--- src/rtl/typed_state_tx.sv ---
// Small FIFO of typed state values with a registered "last delivered" copy.
// Width is taken from state_t, so the values can be enums, including undeclared encodings.
module typed_state_tx #(
  parameter type    state_t     = logic [8:0],
  parameter state_t RESET_VALUE = state_t'('0),
  parameter int     DEPTH       = 4
) (
  input  logic                       clk_i,
  input  logic                       rst_i,
  input  logic                       push_valid_i,
  output logic                       push_ready_o,
  input  state_t                     push_data_i,
  output logic                       state_valid_o,
  input  logic                       state_ready_i,
  output state_t                     state_o,
  output state_t                     held_state_o,
  output logic [$clog2(DEPTH+1)-1:0] level_o
);

  localparam int PtrW = $clog2(DEPTH);
  localparam int LvlW = $clog2(DEPTH+1);

  state_t            mem [DEPTH];
  logic [PtrW-1:0]   wrPtr;
  logic [PtrW-1:0]   rdPtr;
  logic [LvlW-1:0]   level;
  state_t            heldState;
  logic              pushFire;
  logic              popFire;

  // Handshakes: a transfer happens on a rising edge where valid && ready.
  // Both ready and valid depend only on the registered level, so there is
  // no combinational path from either side's valid/ready to the other's.
  assign push_ready_o  = (level < LvlW'(DEPTH));
  assign state_valid_o = (level != '0);
  assign pushFire      = push_valid_i && push_ready_o;
  assign popFire       = state_valid_o && state_ready_i;

  // Unregistered peek; once empty, fall back to the last delivered value.
  assign state_o      = state_valid_o ? mem[rdPtr] : heldState;
  assign held_state_o = heldState;
  assign level_o      = level;

  // Storage carries no reset; the pointers alone define which entries are live.
  always_ff @(posedge clk_i) begin
    if (pushFire && !rst_i) begin
      mem[wrPtr] <= push_data_i;
    end
  end

  always_ff @(posedge clk_i) begin
    if (rst_i) begin
      wrPtr     <= '0;
      rdPtr     <= '0;
      level     <= '0;
      heldState <= RESET_VALUE;
    end else begin
      if (pushFire) begin
        wrPtr <= wrPtr + PtrW'(1);
      end
      if (popFire) begin
        rdPtr     <= rdPtr + PtrW'(1);
        heldState <= mem[rdPtr];
      end
      case ({pushFire, popFire})
        2'b10:   level <= level + LvlW'(1);
        2'b01:   level <= level - LvlW'(1);
        default: level <= level;
      endcase
    end
  end

endmodule

--- config.mk ---
export PLATFORM = sky130hd
export DESIGN_NAME = typed_state_tx
export DESIGN_NICKNAME = d
export VERILOG_FILES = /design/src/rtl/typed_state_tx.sv
export SDC_FILE = /design/constraint.sdc
export NUM_CORES = 1
export LEC_CHECK = 0
export ABC_AREA = 1
export BUFFER_PORTS_ARGS = -buffer_cell sky130_fd_sc_hd__buf_2
export CORE_MARGIN = 2
export CORE_UTILIZATION = 30
export CTS_BUF_LIST = sky130_fd_sc_hd__clkbuf_8 sky130_fd_sc_hd__clkbuf_16
export CTS_CLUSTER_DIAMETER = 60
export DETAILED_ROUTE_END_ITERATION = 6
export SLEW_MARGIN = 10
export SYNTH_ARGS = -nofsm -noshare
export SYNTH_HDL_FRONTEND = slang
export SYNTH_SLANG_ARGS = --single-unit
--- constraint.sdc ---
create_clock -name clk_i -period 2.6 [get_ports clk_i]
set_input_delay 0.26 -clock clk_i [delete_from_list [all_inputs] [get_ports clk_i]]
set_output_delay 0.26 -clock clk_i [all_outputs]
set_load 0.01 [all_outputs]
* Word-level counts from Yosys, hierarchy flattened
Memory sizes are Yosys's and may differ from the RTL's. A register that Yosys moved wholly into a read port is not among the register bits. Index checks and enable logic that the tools add are counted.
Operators by class: reductions and logical operators 6, equal/unequal tests 2, add/sub/neg operators 4, magnitude comparators 1, muxes and demuxes 6
Operator list (number):
- $mux 9 | 1
- $pmux 3 s2 | 1
- $add 2x1->2 const B | 2
- $mux 2 | 2
- $add 3x1->3 const B | 1
- $logic_and 1x1->1 | 3
- $lt 3x3->1 const B | 1
- $reduce_bool 3->1 | 1
- $sub 3x1->3 const B | 1
- $eq 2x1->1 const B | 1
- $eq 2x2->1 const B | 1
- $mux 1 | 2
- $reduce_bool 2->1 | 1
- $logic_not 1->1 | 1
Storage, ports and cells: RAM bits 36, bits of input ports 13, word-level logic and storage cells 24, memories 1, output and inout bits 23, flip-flop bits (word level) 16
Memory list:
- mem | words 4, bits a word 9, rd ports 1, clocked after Yosys merged registers in 1, write ports 1, line 23 | state_t mem [DEPTH];

* Logic depth before layout (Yosys ltp)
Gate-level depths: netlist of run 1.
depth after elaboration 5, gate-level depth with buffers 14, mapped depth without buffers 13

* Worst setup path before layout of run 1
OpenSTA, ideal clock, no wires.
path kind reg-to-reg, from reg level[2] (netlist: level_o[2]), to reg level[2] (netlist: level_o[2]), setup slack 789 ps, path buffers 1, period minus slack after synthesis 1811 ps, stages on the path, launching flop included 15, arrival 1698 ps, required time 2487 ps, setup time 113 ps, path through dfxtp_1 inv_2 nand2_2 nand2_4 buf_6 inv_1 ha_1 inv_1 fa_1 inv_1 nand2_1 nand3_1 nand2_1 nand2_1 nor2_1
On the way: longest elaborated chain between the ends 4, elaborated cells between the ends (all ways) 10, those cells by class add/sub: 2; order compare: 1; eq/ne: 2; mux: 1; reduce/logical: 4
Ends and longest elaborated chain:
- from (decl) | line 26 | logic [LvlW-1:0] level;
- from (signal assigned) | line 66 | 2'b10: level <= level + LvlW'(1);
- from (signal assigned) | line 67 | 2'b01: level <= level - LvlW'(1);
- from (signal assigned) | line 68 | default: level <= level;
- $lt 3x3->1 (*) | line 34 | assign push_ready_o = (level < LvlW'(DEPTH));
- via push_ready_o | line 11 | output logic push_ready_o,
- $logic_and 1x1->1 (*) | line 36 | assign pushFire = push_valid_i && push_ready_o;
- $eq 2x1->1 / $eq 2x2->1 (equally long branches) | line 65 | case ({pushFire, popFire})
- $pmux 3 s2 / $reduce_bool 2->1 (equally long branches)
The timed path passes the listed nets; every way through them passes the cells marked *. A chain may end at the register's enable or synchronous reset.

* Worst setup path after layout of run 1
from reg level[1] (netlist: level_o[1]), to reg level[2] (netlist: level_o[2])
On the way: longest elaborated chain between the ends 4, elaborated cells between the ends (all ways) 10, those cells by class add/sub: 2; order compare: 1; eq/ne: 2; mux: 1; reduce/logical: 4
Ends and longest elaborated chain:
- $reduce_bool 3->1 (*) | line 35 | assign state_valid_o = (level != '0);
- $logic_and 1x1->1 (*) | line 37 | assign popFire = state_valid_o && state_ready_i;
- via popFire | line 29 | logic popFire;
- $eq 2x1->1 / $eq 2x2->1 (equally long branches) | line 65
- $pmux 3 s2 / $reduce_bool 2->1 (equally long branches)
Marked as above.

==> reports/qor.log, run 1 <==
INFO  status         run_status=finished, final reports clean
INFO  clock_tree     clk_path_buf_depth=2
INFO  clock_tree     tritoncts=done
INFO  logic_synthesis synth_cell_types=21
INFO  critical_path  crit_path_end_kind=flip-flop
INFO  timing         relSlewSlack=64.7%
INFO  critical_path  worstSetupStartpointType=flip-flop
INFO  grt            grt_overflow_total=0
INFO  timing         timing_worst_slew_pin_value=0.528ns
INFO  route          antenna_violating_nets_post_route=0
INFO  power          p_comb_share=42.8%
INFO  power          power.clock.fraction=16.9%
INFO  critical_path  crit_chain=nor2_1 -> nand2_2 -> nand2_4 -> inv_1 -> ha_1 -> inv_1 -> fa_1 -> nand2_1 -> nand3_1 -> nand2_1 -> nand2_1 -> nor2_1
INFO  clock_tree     htree_num_levels=2
INFO  layout         fin_nets=350
INFO  grt            grt_use_total=10.8%
INFO  logic_synthesis post_synth_main_area_contributors=edfxtp_1, dfxtp_1, nand2_1
INFO  placement      detailedPlacementHpwl=3.47mm
INFO  route          num_vias=1800
INFO  clock_tree     clock_buffers_created_by_tritoncts=5
INFO  critical_path  source_of_the_critical_timing_path=level_o[1]$_SDFFE_PP0P_
INFO  clock_tree     cts_hold_buffers=0
INFO  critical_path  crit_path_end=level_o[2]$_SDFFE_PP0P_
INFO  logic_synthesis synth_seq_cells=54
INFO  route          dr.first_iter.drc_count=53
INFO  timing         timing.final.ws_setup=0.529ns
INFO  power          pwr-share-seq=40.2%
INFO  power          peakVddDrop=0.000313V
INFO  power          leakage=1.45nW
INFO  timing         hold_viol=0
INFO  logic_synthesis yosysWarningCount=0
INFO  power          internal_power=0.00166W
INFO  grt            via_count_of_the_first_global_routing_pass=1709
INFO  placement      place.port_buffers=35
INFO  die            fp.coreArea=8680um^2
INFO  job            drv.max_cap_violation_count=0
INFO  timing         finalCriticalPeriod=2.07ns
INFO  route          detail_route.drc_violations=0
INFO  layout         filler_cell_count=924
INFO  timing         layout_worst_path_cycle_share=79.7%
INFO  layout         num_antenna_cells=0
INFO  timing         fin_hold_ws=0.145ns
INFO  critical_path  critPathRequiredTime=2.85ns
INFO  logic_synthesis netlist_area=2680um^2
INFO  placement      dpl-instance-area=2940um^2
INFO  grt            grt-busiest-layer=met2
INFO  placement      pre_cts_ws=0.561ns
INFO  die            die_width=98.5um
INFO  logic_synthesis syn_nets=311
INFO  critical_path  worst_ep_arrival_time=2.32ns
INFO  route          wl_per_cell=11.3um
INFO  critical_path  timing.reg2reg.setup_slack=0.53ns
INFO  die            floorplan.die_area=9710um^2
INFO  route          drt_pass1_iterations=4
INFO  critical_path  timing.critical_path.slowest_stage_cell=dfxtp_1
INFO  grt            grtUsageMet2=16.7%
INFO  clock_tree     clk_pin_slew=0.10ns
INFO  die            floorplan.initialDensity=30.9%
INFO  timing         final_setup_skew=0.00636ns
INFO  critical_path  regToRegStartpoint=level_o[1]$_SDFFE_PP0P_
INFO  grt            grt_antenna_before_repair=0
INFO  logic_synthesis sequential_area_share_after_synthesis=53.8%
INFO  clock_tree     cts_setup_buffers=0
INFO  logic_synthesis synthesis.area_per_instance=9.18um^2
INFO  power          powerDensity=928nW/um^2
INFO  grt            gr-usage-met3=2.62%
INFO  hold_path      class_of_the_tightest_hold_or_removal_check=in2reg
INFO  timing         drv_slew=0
INFO  critical_path  maximum_fanout_count_along_the_critical_path=22
INFO  critical_path  rr_worst_depth=12
INFO  clock_tree     insertion_delay=0.31ns
INFO  power          switching_share=41.1%
INFO  timing         fmax=483MHz
INFO  clock_tree     clock_root_buffer=clkbuf_8
INFO  grt            groute.layer.met1.usage=14.8%
INFO  timing         finalSetupViolations=0
INFO  timing         total_negative_setup_slacks=0ns
INFO  layout         flow.area_growth_from_synthesis=13.1%
INFO  critical_path  path_depth=12
INFO  critical_path  cp_slowest_stage_delay=0.39ns
INFO  clock_tree     tritoncts_sinks=54
INFO  logic_synthesis synthesis.instances=292
INFO  route          finalWirelength=4.95mm
INFO  die            floorplan.die.height=98.5um
INFO  critical_path  timing.critical_path.buf_inv=2
INFO  clock_tree     cts_resized=0
INFO  logic_synthesis synthDominantCellAreaShare=40.3%
INFO  layout         finish.instance_area=3030um^2
INFO  logic_synthesis synth_top_area_cell=edfxtp_1
INFO  critical_path  critical-path-top-delay-family=simple AND/OR/NAND/NOR gates
INFO  timing         grt_setup_unrepaired=false
INFO  layout         layout-drive-gt1-share=29.8%
INFO  critical_path  library_cell_appearing_most_often_on_the_critical_path=nand2_1
INFO  grt            maximum_number_of_pins_on_one_net_before_global_route_repair=23
INFO  grt            wire_length_of_the_first_global_routing_pass=8.27mm
INFO  die            rows=34
INFO  placement      globalplace.congestion=0.733
INFO  critical_path  crit-reg2reg-capture=level_o[2]$_SDFFE_PP0P_
INFO  power          power.switching=0.00116W
INFO  die            num_io_pins=36
INFO  critical_path  class_of_the_most_critical_setup_path=reg2reg
INFO  route          avgViaCountPerCell=4.09
flip-flops by register name, indices dropped and copies added, names as in the netlist, named ones only:
name and flops:
mem 36, rdPtr 2, level_o 3, wrPtr 2, held_state_o 9
stage by stage:
stage	utilization [%]	cells	power, W
2_1_floorplan	-	292	0.00206
3_3_place_gp	33.9	432	0.00235
3_5_place_dp	33.9	432	0.00237
4_1_cts	34.9	440	0.00286
5_1_grt	34.9	440	0.00306
6_report	34.9	440	0.00281
worst min-delay path by stage:
stage / startpoint / depth (start not counted) / slack, ns / to
after global placement: rst_i / 2 / 0.47 / rdPtr[1]$_SDFFE_PP0P_
after CTS: rst_i / 2 / 0.14 / flip-flop
after floorplan: rst_i / 1 / 0.34 / flip-flop
final: rst_i / 2 / 0.14 / flip-flop
after detailed placement: rst_i / 2 / 0.48 / flip-flop
after global routing: rst_i / 2 / 0.14 / rdPtr[1]$_SDFFE_PP0P_
placed cells by master, fill, tap and decap left out, types with 2 or more instances in the layout:
cell      netlist  routed
nand2_1        81      81
nand2_2        15      15
ha_1            5       5
a21oi_1         7       7
edfxtp_1       36      36
inv_6           1       2
nor2_1          7       7
buf_2           2      35
dfxtp_1        18      18
nor2_2         18      18
inv_1          60      60
buf_4           0       5
nand3_1        12      12
o21ai_0         4       4
clkinv_1        1       2
clkbuf_8        0       5
nand2_4         6       6
nand3_2        10      10
cell families after synthesis:
logic type / after synthesis / synth area share, %
and+or+nand+nor: 149 / 28.5
buffers and inverters: 72 / 12.6
DFF: 54 / 53.8
AOI/OAI and AO/OA: 11 / 2.05
adders and majority gates: 6 / 3.08
worst register-to-register path, delay by kind of cell, from the launching register on:
family / cells / cell delay, ns
flops: 1 / 0.39
fa+ha+maj: 2 / 0.54
buf+inv: 2 / 0.18
simple gates: 8 / 0.91
power by group through the flow:
stage	Combinational (W)	Clock (W)	Sequential, W
after floorplan	0.000909	0	0.00116
after global placement	0.00120	0	0.00115
after detailed placement	0.00122	0	0.00115
after CTS	0.00123	0.000496	0.00113
after global routing	0.00137	0.000534	0.00115
final	0.00120	0.000476	0.00113
cells in the mapped netlist:
library cell	count
inv_1	60
nand2_1	81
buf_6	5
buf_2	2
o21ai_0	4
inv_6	1
inv_2	1
clkinv_4	1
nor2_1	7
nand2_2	15
fa_1	1
edfxtp_1	36
nor2_2	18
dfxtp_1	18
clkinv_1	1
nand2_4	6
nand3_1	12
ha_1	5
nand3_2	10
buf_12	1
a21oi_1	7
routing by layer:
metal | routed length (um) | up-vias | share of wire (%)
met5 | 0 | - | 0
met4 | 75 | 0 | 1.5
met3 | 327 | 8 | 6.6
met2 | 2240 | 43 | 45
met1 | 2310 | 791 | 47
li1 | - | 958 | -
final cells by class:
type                       count  area [um^2]  area share, %
multi-input combinational    166          902           29.8
timing repair buffer          40          213           7.02
inverter                      64          250           8.26
clock buffer                   5         68.8           2.27
sequential                    54         1440           47.6
tap                          108          135           4.46
clock inverter                 3         20.0          0.661
Power figures use the tool's default switching activity.
==> run 2, diff against run 1 <==
==> constraint.sdc (replaced) <==
create_clock -name clk_i -period 1.9 [get_ports clk_i]
set_input_delay 0.19 -clock clk_i [delete_from_list [all_inputs] [get_ports clk_i]]
set_output_delay 0.19 -clock clk_i [all_outputs]
set_load 0.01 [all_outputs]
==> reports/qor.log, run 2 (synthesis results as in run 1) <==
INFO  clock_tree     clock_buffers_created_by_tritoncts=5
INFO  critical_path  crit_chain=clkinv_4 -> nand3_2 -> nand2_2 -> nand2_1 -> nand2_1 -> buf_2
INFO  critical_path  library_cell_appearing_most_often_on_the_critical_path=nand2_1
INFO  timing         fin_hold_ws=0.0691ns
INFO  critical_path  regToRegStartpoint=level_o[2]$_SDFFE_PP0P_
INFO  timing         finalCriticalPeriod=1.72ns
INFO  critical_path  worst_ep_arrival_time=1.53ns
INFO  layout         filler_cell_count=897
INFO  layout         layout-drive-gt1-share=31.2%
INFO  hold_path      worstHoldStart=rst_i
INFO  clock_tree     insertion_delay=0.31ns
INFO  critical_path  class_of_the_most_critical_setup_path=reg2out
INFO  layout         commonest_cells_after_routing_fill_and_taps_aside=nand2_1, inv_1, edfxtp_1, buf_2
INFO  critical_path  rr_worst_depth=13
INFO  clock_tree     htree_num_levels=2
INFO  route          drt_pass1_iterations=4
INFO  die            floorplan.die_area=9710um^2
INFO  die            floorplan.initialDensity=30.9%
INFO  timing         final_setup_skew=0.0116ns
INFO  hold_path      min_path_cells=2
INFO  route          detailroute.wirelength.met2=2.12mm
INFO  timing         fmax=581MHz
INFO  power          powerDensity=1270nW/um^2
INFO  layout         mostFrequentLayoutCell=nand2_1
INFO  critical_path  crit-reg2reg-capture=level_o[2]$_SDFFE_PP0P_
INFO  route          avgViaCountPerCell=4.04
INFO  timing         layout_worst_path_cycle_share=90.6%
INFO  clock_tree     clk_pin_slew=0.09ns
INFO  critical_path  critPathRequiredTime=1.71ns
INFO  critical_path  cp_slowest_stage_delay=0.57ns
INFO  power          internal_power=0.00231W
INFO  timing         total_negative_setup_slacks=0ns
INFO  clock_tree     clock_root_buffer=clkbuf_8
INFO  clock_tree     clk_path_buf_depth=2
INFO  critical_path  maximum_fanout_count_along_the_critical_path=9
INFO  critical_path  timing.critical_path.slowest_stage_cell=dfxtp_1
INFO  die            rows=34
INFO  layout         num_antenna_cells=0
INFO  grt            grt_use_total=10.3%
INFO  grt            wire_length_of_the_first_global_routing_pass=7.91mm
INFO  critical_path  path_depth=6
INFO  status         run_status=finished, final reports clean
INFO  route          finalWirelength=4.73mm
INFO  critical_path  timing.critical_path.buf_inv=2
INFO  die            fp.coreArea=8680um^2
INFO  route          wl_met3=264um
INFO  layout         flow.area_growth_from_synthesis=14.6%
INFO  power          pwr-share-seq=39.7%
INFO  critical_path  crit_path_end_kind=output port
INFO  power          p_comb_share=44.1%
INFO  clock_tree     tritoncts_sinks=54
INFO  critical_path  critical-path-top-delay-family=flip-flops
INFO  route          dr.first_iter.drc_count=118
INFO  die            die_width=98.5um
INFO  layout         finish.instance_area=3070um^2
INFO  power          power.clock.fraction=16.2%
INFO  route          route.layer.met1.wl=2.26mm
INFO  layout         multiInputGateArea=902um^2
INFO  timing         finalSetupViolations=0
INFO  grt            grt_antenna_before_repair=1
INFO  placement      dpl-instance-area=2980um^2
INFO  timing         grt_setup_unrepaired=false
INFO  timing         drv_slew=0
INFO  timing         hold_viol=0
INFO  placement      detailedPlacementHpwl=3.49mm
INFO  route          highest_layer=met5
INFO  critical_path  worstSetupStartpointType=flip-flop
INFO  grt            grt_overflow_total=0
INFO  power          switching_share=40.5%
INFO  clock_tree     tritoncts=done
INFO  grt            maximum_number_of_pins_on_one_net_before_global_route_repair=22
INFO  job            drv.max_cap_violation_count=0
INFO  hold_path      class_of_the_tightest_hold_or_removal_check=in2reg
INFO  layout         number_of_flip_flops_under_the_largest_register_name=36
INFO  power          leakage=1.47nW
INFO  layout         seqCellArea=1440um^2
INFO  layout         register_with_the_most_flip_flops=mem
INFO  critical_path  timing.reg2reg.setup_slack=0.28ns
INFO  placement      globalplace.congestion=0.722
INFO  die            floorplan.die.height=98.5um
INFO  timing         timing_worst_slew_pin_value=0.399ns
INFO  route          antenna_violating_nets_post_route=0
INFO  die            num_io_pins=36
INFO  power          peakVddDrop=0.000345V
INFO  grt            via_count_of_the_first_global_routing_pass=1657
INFO  route          num_vias=1796
INFO  placement      place.port_buffers=35
INFO  layout         layout.core_utilization=35.4%
INFO  timing         relSlewSlack=73.4%
INFO  power          power.switching=0.00157W
INFO  layout         fin_nets=355
INFO  route          detail_route.drc_violations=0
INFO  route          wl_per_cell=10.6um
run 2: cell types whose count changed in the layout (fill, tap and decap cells not counted):
cell and change:
inv_1 +1, clkinv_1 -2, buf_4 +5, inv_6 -1, clkinvlp_4 +2
run 2: power groups by stage:
stage	combinational (W)	clock [W]	sequential, W
2_1_floorplan	0.00124	0	0.00158
3_5_place_dp	0.00172	0	0.00157
3_3_place_gp	0.00170	0	0.00157
4_1_cts	0.00173	0.000649	0.00155
5_1_grt	0.00194	0.000699	0.00157
6_report	0.00171	0.000628	0.00154
run 2: worst max-delay path by stage:
stage	end	start	slack (ns)
finish	state_o[3]	flip-flop	0.18
global route	state_o[3]	flip-flop	0.04
CTS	state_o[5]	level_o[2]$_SDFFE_PP0P_	0.09
detailed placement	level_o[2]$_SDFFE_PP0P_	level_o[2]$_SDFFE_PP0P_	0.29
global placement	level_o[2]$_SDFFE_PP0P_	level_o[2]$_SDFFE_PP0P_	0.34
floorplan	level_o[2]$_SDFFE_PP0P_	level_o[2]$_SDFFE_PP0P_	0.09
run 2: layer usage:
| layer | vias to the layer above | GRT usage, % |
|---|---|---|
| li1 | 968 | - |
| met1 | 783 | 13.8 |
| met4 | 2 | 3.48 |
| met3 | 6 | 2.91 |
| met5 | - | 0 |
| met2 | 37 | 16.0 |
run 2: final cells by class:
type	count	area share (%)
flip-flops and latches	54	46.9
multi-input cells	166	29.4
inverters	64	8.27
repair buffers	45	8.15
well taps	108	4.40
clock buffers	5	2.24
clock inverters	3	0.611
run 2: through the flow:
| step | setup slack, ns | cells | power [W] |
|---|---|---|---|
| 3_3_place_gp | 0.336 | 437 | 0.00327 |
| 2_1_floorplan | 0.0891 | 292 | 0.00282 |
| 5_1_grt | 0.0443 | 445 | 0.00420 |
| 4_1_cts | 0.0919 | 445 | 0.00392 |
| 6_report | 0.180 | 445 | 0.00388 |
| 3_5_place_dp | 0.285 | 437 | 0.00329 |
run 2: timing repair:
action | 4_1_cts | 5_1_grt
gates resized for setup | 0 | 1
endpoints found under the hold margin | 0 | 0
setup buffers | 0 | 0
hold buffers | 0 | 0
endpoints found under the setup margin | 0 | 5
